File: src/rtl/multicycle_controller_pkg.sv
// Shared definitions for the multicycle MIPS control unit.
// Holds the state/dispatch encoding (the instruction decoder emits the same
// 4-bit codes on its nextstate bus), the datapath mux select constants and
// small helpers used by the controller FSM.
package multicycle_controller_pkg;

  localparam int EXMODE_WIDTH = 4;

  typedef enum logic [EXMODE_WIDTH-1:0] {
    FETCH1  = 4'd0,
    FETCH2  = 4'd1,
    FETCH3  = 4'd2,
    FETCH4  = 4'd3,
    DECODE  = 4'd4,
    MEMADR  = 4'd5,
    LBRD    = 4'd6,
    LBWR    = 4'd7,
    SBWR    = 4'd8,
    RTYPEEX = 4'd9,
    RTYPEWR = 4'd10,
    BEQEX   = 4'd11,
    JEX     = 4'd12,
    ADDIEX  = 4'd13,
    ADDIWR  = 4'd14
  } state_t;

  localparam logic [1:0] PCSRC_ALU    = 2'b00;
  localparam logic [1:0] PCSRC_ALUOUT = 2'b01;
  localparam logic [1:0] PCSRC_JUMP   = 2'b10;

  localparam logic [1:0] SRCB_RT   = 2'b00;
  localparam logic [1:0] SRCB_ONE  = 2'b01;
  localparam logic [1:0] SRCB_IMM  = 2'b10;
  localparam logic [1:0] SRCB_BOFF = 2'b11;

  localparam logic [1:0] ALUOP_ADD   = 2'b00;
  localparam logic [1:0] ALUOP_SUB   = 2'b01;
  localparam logic [1:0] ALUOP_FUNCT = 2'b10;

  // States that own the memory port and therefore wait on mem_ready.
  function automatic logic is_mem_state(input state_t s);
    return (s inside {FETCH1, FETCH2, FETCH3, FETCH4, LBRD, SBWR});
  endfunction

  // Each fetch state loads one byte lane of the IR; FETCH1..FETCH4 are
  // encoded 0..3, so the low two bits select the lane.
  function automatic logic [3:0] fetch_lane(input state_t s);
    return 4'b0001 << s[1:0];
  endfunction

endpackage

File: src/rtl/multicycle_controller_mem_watchdog.sv
// Memory handshake watchdog.
// Counts consecutive cycles spent in a memory state without mem_ready and
// raises expire combinationally in the cycle where the count has reached
// TIMEOUT-1 and the memory still has not answered.
// Ports:
//   clk, reset      clock and asynchronous active-low reset
//   active          controller is running and sits in a memory state
//   mem_ready       memory completes the current access this cycle
//   state_change    controller leaves its current state at the next edge
//   expire          abort request for the controller (this cycle)
module mem_watchdog #(
  parameter int TIMEOUT = 255,
  parameter int CNT_W   = 8
) (
  input  logic clk,
  input  logic reset,
  input  logic active,
  input  logic mem_ready,
  input  logic state_change,
  output logic expire
);

  logic [CNT_W-1:0] count;

  // A ready memory always wins, so expire is only raised while mem_ready
  // is still low in the final allowed cycle.
  assign expire = active && !mem_ready && (count == CNT_W'(TIMEOUT - 1));

  // The count restarts whenever the wait ends: the access completes, the
  // controller moves on, or the watchdog itself forces the abort.
  always_ff @(posedge clk or negedge reset) begin
    if (!reset) begin
      count <= '0;
    end else if (!active || mem_ready || state_change || expire) begin
      count <= '0;
    end else begin
      count <= count + 1'b1;
    end
  end

endmodule

File: src/rtl/multicycle_controller.sv
// Main control FSM of the multicycle MIPS core.
// Sequences a four-byte instruction fetch, decode and the execute/writeback
// states of each supported instruction, driving every datapath strobe.
// Memory states stall on mem_ready and are aborted by mem_watchdog.
// Ports:
//   clk, reset   clock and asynchronous active-low reset
//   nextstate    dispatch code from the instruction decoder
//   zero         ALU zero flag (branch decision)
//   mem_ready    memory completes the current read/write this cycle
//   pcen..aluop  datapath strobes and mux selects
//   state        current FSM state for debug
//   instr_done   pulse in the first FETCH1 cycle after a completed instruction
//   illegal      pulse while DECODE sees an unsupported dispatch code
//   mem_timeout  pulse in the FETCH1 cycle following a watchdog abort
module multicycle_controller
  import multicycle_controller_pkg::*;
#(
  parameter int TIMEOUT = 255,
  parameter int CNT_W   = 8
) (
  input  logic       clk,
  input  logic       reset,
  input  logic [3:0] nextstate,
  input  logic       zero,
  input  logic       mem_ready,
  output logic       pcen,
  output logic       iord,
  output logic       memread,
  output logic       memwrite,
  output logic [3:0] irwrite,
  output logic       regwrite,
  output logic       regdst,
  output logic       memtoreg,
  output logic [1:0] pcsrc,
  output logic       alusrca,
  output logic [1:0] alusrcb,
  output logic [1:0] aluop,
  output logic [3:0] state,
  output logic       instr_done,
  output logic       illegal,
  output logic       mem_timeout
);

  state_t state_q, state_d;
  logic   run;
  logic   is_load;
  logic   done_d;
  logic   instr_done_q;
  logic   mem_timeout_q;
  logic   expire;
  logic   mem_active;
  logic   state_change;

  assign state       = state_q;
  assign instr_done  = instr_done_q;
  assign mem_timeout = mem_timeout_q;

  assign mem_active   = run && is_mem_state(state_q);
  assign state_change = (state_d != state_q);

  mem_watchdog #(
    .TIMEOUT (TIMEOUT),
    .CNT_W   (CNT_W)
  ) u_watchdog (
    .clk          (clk),
    .reset        (reset),
    .active       (mem_active),
    .mem_ready    (mem_ready),
    .state_change (state_change),
    .expire       (expire)
  );

  // run stays low for the first edge after reset release so the datapath
  // sees one fully quiet cycle before the first fetch is issued.
  always_ff @(posedge clk or negedge reset) begin
    if (!reset) begin
      state_q       <= FETCH1;
      run           <= 1'b0;
      is_load       <= 1'b0;
      instr_done_q  <= 1'b0;
      mem_timeout_q <= 1'b0;
    end else begin
      run           <= 1'b1;
      state_q       <= state_d;
      instr_done_q  <= done_d;
      mem_timeout_q <= expire;
      if (run && state_q == DECODE) begin
        is_load <= (nextstate == LBRD);
      end
    end
  end

  // Next-state and Moore output decode. Everything defaults to idle and
  // FETCH1, so unused encodings and the not-yet-running case fall out
  // without extra logic. Only fetch strobes, BEQ pcen and illegal look at
  // inputs.
  always_comb begin
    state_d  = FETCH1;
    pcen     = 1'b0;
    iord     = 1'b0;
    memread  = 1'b0;
    memwrite = 1'b0;
    irwrite  = 4'b0000;
    regwrite = 1'b0;
    regdst   = 1'b0;
    memtoreg = 1'b0;
    pcsrc    = PCSRC_ALU;
    alusrca  = 1'b0;
    alusrcb  = SRCB_RT;
    aluop    = ALUOP_ADD;
    illegal  = 1'b0;
    done_d   = 1'b0;

    if (run) begin
      case (state_q)
        FETCH1, FETCH2, FETCH3, FETCH4: begin
          memread = 1'b1;
          alusrcb = SRCB_ONE;
          pcen    = mem_ready;
          irwrite = mem_ready ? fetch_lane(state_q) : 4'b0000;
          if (mem_ready) begin
            case (state_q)
              FETCH1:  state_d = FETCH2;
              FETCH2:  state_d = FETCH3;
              FETCH3:  state_d = FETCH4;
              default: state_d = DECODE;
            endcase
          end else if (expire) begin
            state_d = FETCH1;
          end else begin
            state_d = state_q;
          end
        end

        DECODE: begin
          alusrcb = SRCB_BOFF;
          case (nextstate)
            LBRD, SBWR:                   state_d = MEMADR;
            RTYPEEX, BEQEX, ADDIEX, JEX:  state_d = state_t'(nextstate);
            default: begin
              state_d = FETCH1;
              illegal = 1'b1;
            end
          endcase
        end

        MEMADR: begin
          alusrca = 1'b1;
          alusrcb = SRCB_IMM;
          state_d = is_load ? LBRD : SBWR;
        end

        LBRD: begin
          memread = 1'b1;
          iord    = 1'b1;
          if (mem_ready)   state_d = LBWR;
          else if (expire) state_d = FETCH1;
          else             state_d = LBRD;
        end

        LBWR: begin
          regwrite = 1'b1;
          memtoreg = 1'b1;
          done_d   = 1'b1;
        end

        SBWR: begin
          memwrite = 1'b1;
          iord     = 1'b1;
          if (mem_ready) begin
            done_d = 1'b1;
          end else if (!expire) begin
            state_d = SBWR;
          end
        end

        RTYPEEX: begin
          alusrca = 1'b1;
          aluop   = ALUOP_FUNCT;
          state_d = RTYPEWR;
        end

        RTYPEWR: begin
          regwrite = 1'b1;
          regdst   = 1'b1;
          done_d   = 1'b1;
        end

        BEQEX: begin
          alusrca = 1'b1;
          aluop   = ALUOP_SUB;
          pcsrc   = PCSRC_ALUOUT;
          pcen    = zero;
          done_d  = 1'b1;
        end

        JEX: begin
          pcsrc  = PCSRC_JUMP;
          pcen   = 1'b1;
          done_d = 1'b1;
        end

        ADDIEX: begin
          alusrca = 1'b1;
          alusrcb = SRCB_IMM;
          state_d = ADDIWR;
        end

        ADDIWR: begin
          regwrite = 1'b1;
          done_d   = 1'b1;
        end

        default: state_d = FETCH1;
      endcase
    end
  end

endmodule

File: config.mk
export PLATFORM = sky130hd
export DESIGN_NAME = multicycle_controller
export DESIGN_NICKNAME = d
export VERILOG_FILES = /design/src/rtl/multicycle_controller_pkg.sv /design/src/rtl/multicycle_controller_mem_watchdog.sv /design/src/rtl/multicycle_controller.sv
export SDC_FILE = /design/constraint.sdc
export NUM_CORES = 1
export LEC_CHECK = 0
export CORE_MARGIN = 2
export CORE_UTILIZATION = 45
export CTS_CLUSTER_SIZE = 14
export DETAILED_ROUTE_END_ITERATION = 8
export GPL_TIMING_DRIVEN = 0
export PLACE_DENSITY_LB_ADDON = 0.12
export SYNTH_ARGS = -nofsm -noshare
export SYNTH_HDL_FRONTEND = slang
export SYNTH_HIERARCHICAL = 1
export SYNTH_SLANG_ARGS = --single-unit
File: constraint.sdc
create_clock -name clk -period 3.6 [get_ports clk]
set_clock_uncertainty 0.05 [all_clocks]
set_input_delay 0.36 -clock clk [delete_from_list [all_inputs] [get_ports clk]]
set_output_delay 0.36 -clock clk [all_outputs]
set_load 0.02 [all_outputs]
==> flow_summary_export.csv <==
group,metric,value,unit
pwr,power.leakage,0.000699,µW
worst_setup_path,worst_setup_path_start_kind,"flip-flop",
drt,dr.pass1.iters,4,
drt,wl,3.72,mm
drt,ant_nets,0,
global_routing,gr-usage-all-layers,0.229,
layout,final_layout_size_suffix_gt1_frac,0.146,
yosys,synthTopCellsByArea,"dfrtp_1, nor2_1, nand2_1, a21oi_1, o21ai_0",
drt,drt-wirelength-per-cell,15.8,µm
worst_setup_path,path_class,"flip-flop to flip-flop",
timing,hold_ws,0.447,ns
yosys,synth_ff_type,"dfrtp_1",
yosys,ys_seq_area_frac,0.301,
yosys,synth_fp_nets,177,
pwr,peakVddDrop,0.382,mV
place,port_buffers,32,
layout,utilization,0.643,
place,hpwl,2.84,mm
global_routing,grt_pass1_wl,6.11,mm
floorplanning,start_util,0.479,
drt,vias,1394,
timing,setup-violations-final,0,
yosys,yosysTopAreaCellShare,0.301,
clock_tree,cts_made_buffers,3,
timing,finalMaxSlewViolations,0,
yosys,ys_ff_latch,16,
drt,drc,0,
place,gp_congestion,0.945,
yosys,synth_edf_count,0,
timing,setup_tns,0,ns
layout,final_cell_mix,"clkdlybuf4s50_1, nor2_1, nand2_1",
layout,nets,216,
yosys,syn_inst,167,
clock_tree,path_clk_slew,0.10,ns
clock_tree,cts_tree,"built",
drt,top_layer,"met4",
floorplanning,io_pins,33,
yosys,yosysTopAreaCell,"dfrtp_1",
worst_setup_path,cp-end-kind,"flip-flop",
pwr,power.density,231,mW/mm²
drt,wl_met1,1.72,mm
timing,slew_headroom,0.473,
layout,antennaDiodeCount,0,
yosys,avgSynthCellArea,7.97,µm²
yosys,yosysWarnings,6,
drt,wl_met3,251,µm
job,maxCapViolCount,0,
layout,area_delta_synth_final,34.4,%
global_routing,antenna_found_initial,0,
worst_setup_path,worstPathMaxFanout,10,
clock_tree,htreeDepth,1,
layout,multi_input_area,902,µm²
clock_tree,root_buffer,"clkbuf_4",
clock_tree,postCtsHoldBufs,0,
global_routing,grt_pass1_vias,1345,
timing,max_clock_freq,306,MHz
drt,met2_wirelength,1.74,mm
worst_hold_path,worstHoldPathCells,1,
yosys,synth_area,0.00133,mm²
yosys,synth-async-reset-ratio,1.00,
clock_tree,clk_path_buf_depth,2,
layout,fillers,243,
floorplanning,die_h,58.4,µm
outcome,status,"finished clean",
timing,tightest_slew,0.788,ns
floorplanning,die-area,0.00341,mm²
drt,drtIter0Drc,71,
clock_tree,clk_latency,0.28,ns
yosys,synth_cell_types,52,
global_routing,grt_max_degree,17,
timing,hold_viol_final,0,
worst_setup_path,r2r_cells,15,
floorplanning,coreArea,0.00278,mm²
layout,regArea,402,µm²
timing,grt_setup_unrepaired,"false",
worst_setup_path,crit_required,3.77,ns
worst_setup_path,cp_data_arrival_time,3.43,ns
global_routing,overflow,0,
timing,fin_crit_sh,0.907,
clock_tree,cts_sinks,16,
worst_hold_path,hp-class,"flip-flop to flip-flop",
floorplanning,die_x,58.4,µm
timing,min_period,3.27,ns
floorplanning,rows,19,
layout,final_common_cell,"clkdlybuf4s50_1",
drt,via_per_inst,5.91,
-- worst max-delay path, cell delays in order (launching register included) --
cell       delay, ns
dfrtp_2         0.46
buf_4           0.19
nor2_2          0.15
nand2_1         0.13
nor2_2          0.13
or2_2           0.15
nand2b_2        0.12
nor3_4          0.21
nor2_1          0.09
a21boi_0        0.20
o32ai_1         0.12
a222oi_1        0.36
o2111ai_2       0.24
nor3b_4         0.31
o31ai_4         0.15
nor2_1          0.14
-- path summary, 6_finish.rpt --
check / end / slack [ns] / start
setup / recovery: u_watchdog/count[4] / 0.33 / state[1]
hold / removal: u_watchdog/count[0] / 0.45 / u_watchdog/count[0]
setup reg to reg: u_watchdog/count[4] / 0.33 / state[1]
hold reg to reg: u_watchdog/count[0] / 0.45 / u_watchdog/count[0]
max in group asynchronous: state[1] / 2.47 / reset
min in group asynchronous: state[2] / 0.47 / reset
-- final cells by class --
cell class / instances / share of cell area
repair buffers: 34 / 0.187
flip-flops and latches: 16 / 0.224
well taps: 31 / 0.0217
inverters: 6 / 0.0126
multi-input cells: 136 / 0.504
plain buffers: 9 / 0.0294
clock buffers: 4 / 0.0203
-- through the flow --
stage	cell area [µm²]	cells	total power [µW]	setup slack, ns
CTS	1740	234	413	0.0941
floorplan	1330	167	252	0.0252
global route	1790	236	434	0.0654
finish	1790	236	413	0.335
global placement	1690	230	290	-0.113
detailed placement	1690	230	292	-0.187
-- kinds of logic after synthesis --
family,after synthesis,share of synthesized area
adders and majority gates,2,0.0188
other,1,0.00282
muxes,1,0.00846
and+or+nand+nor,84,0.344
xor gates and xnor gates,3,0.0197
buffers and inverters,15,0.0554
DFF,16,0.301
AOI/OAI and AO/OA,45,0.250
-- cells in the mapped netlist (2+ instances only) --
cell       count
clkbuf_1       4
nand3_1        7
a31oi_1        2
dfrtp_1       16
nor2b_1        7
a21oi_1       12
buf_2          2
a222oi_1       2
a211oi_1       2
a21boi_0       3
inv_1          5
nand2_1       17
and3_1         3
xor2_1         2
nand4_1        2
ha_1           2
o21ai_0        9
nand2b_1       5
buf_4          2
nor3b_1        3
nor2_1        23
nor3_1         6
o2111ai_1      2
-- flip-flops by register name (all words and copies together) (netlist names) --
| register | cells |
|---|---|
| state | 4 |
| run | 1 |
| mem_timeout | 1 |
| is_load | 1 |
| u_watchdog/count | 8 |
| instr_done | 1 |
-- layer usage --
| metal | track usage | vias to the layer above |
|---|---|---|
| li1 | - | 686 |
| met1 | 0.329 | 649 |
| met2 | 0.350 | 57 |
| met3 | 0.0484 | 2 |
| met4 | 0.0598 | 0 |
| met5 | 0 | - |
-- timing repair --
action | CTS | global route
setup buffers | 0 | 2
pin swaps | 0 | 4
gates resized for setup | 2 | 11
setup endpoints to repair | 7 | 7
-- where the power goes --
| group | leakage [µW] | internal, µW | switching (µW) |
|---|---|---|---|
| combinational | 0.000460 | 46.1 | 62.6 |
| sequential | 0.000218 | 184 | 4.97 |
| clock | 0.0000210 | 61.4 | 54.9 |
| total | 0.000699 | 291 | 122 |
(Power assumes the default switching activity.)
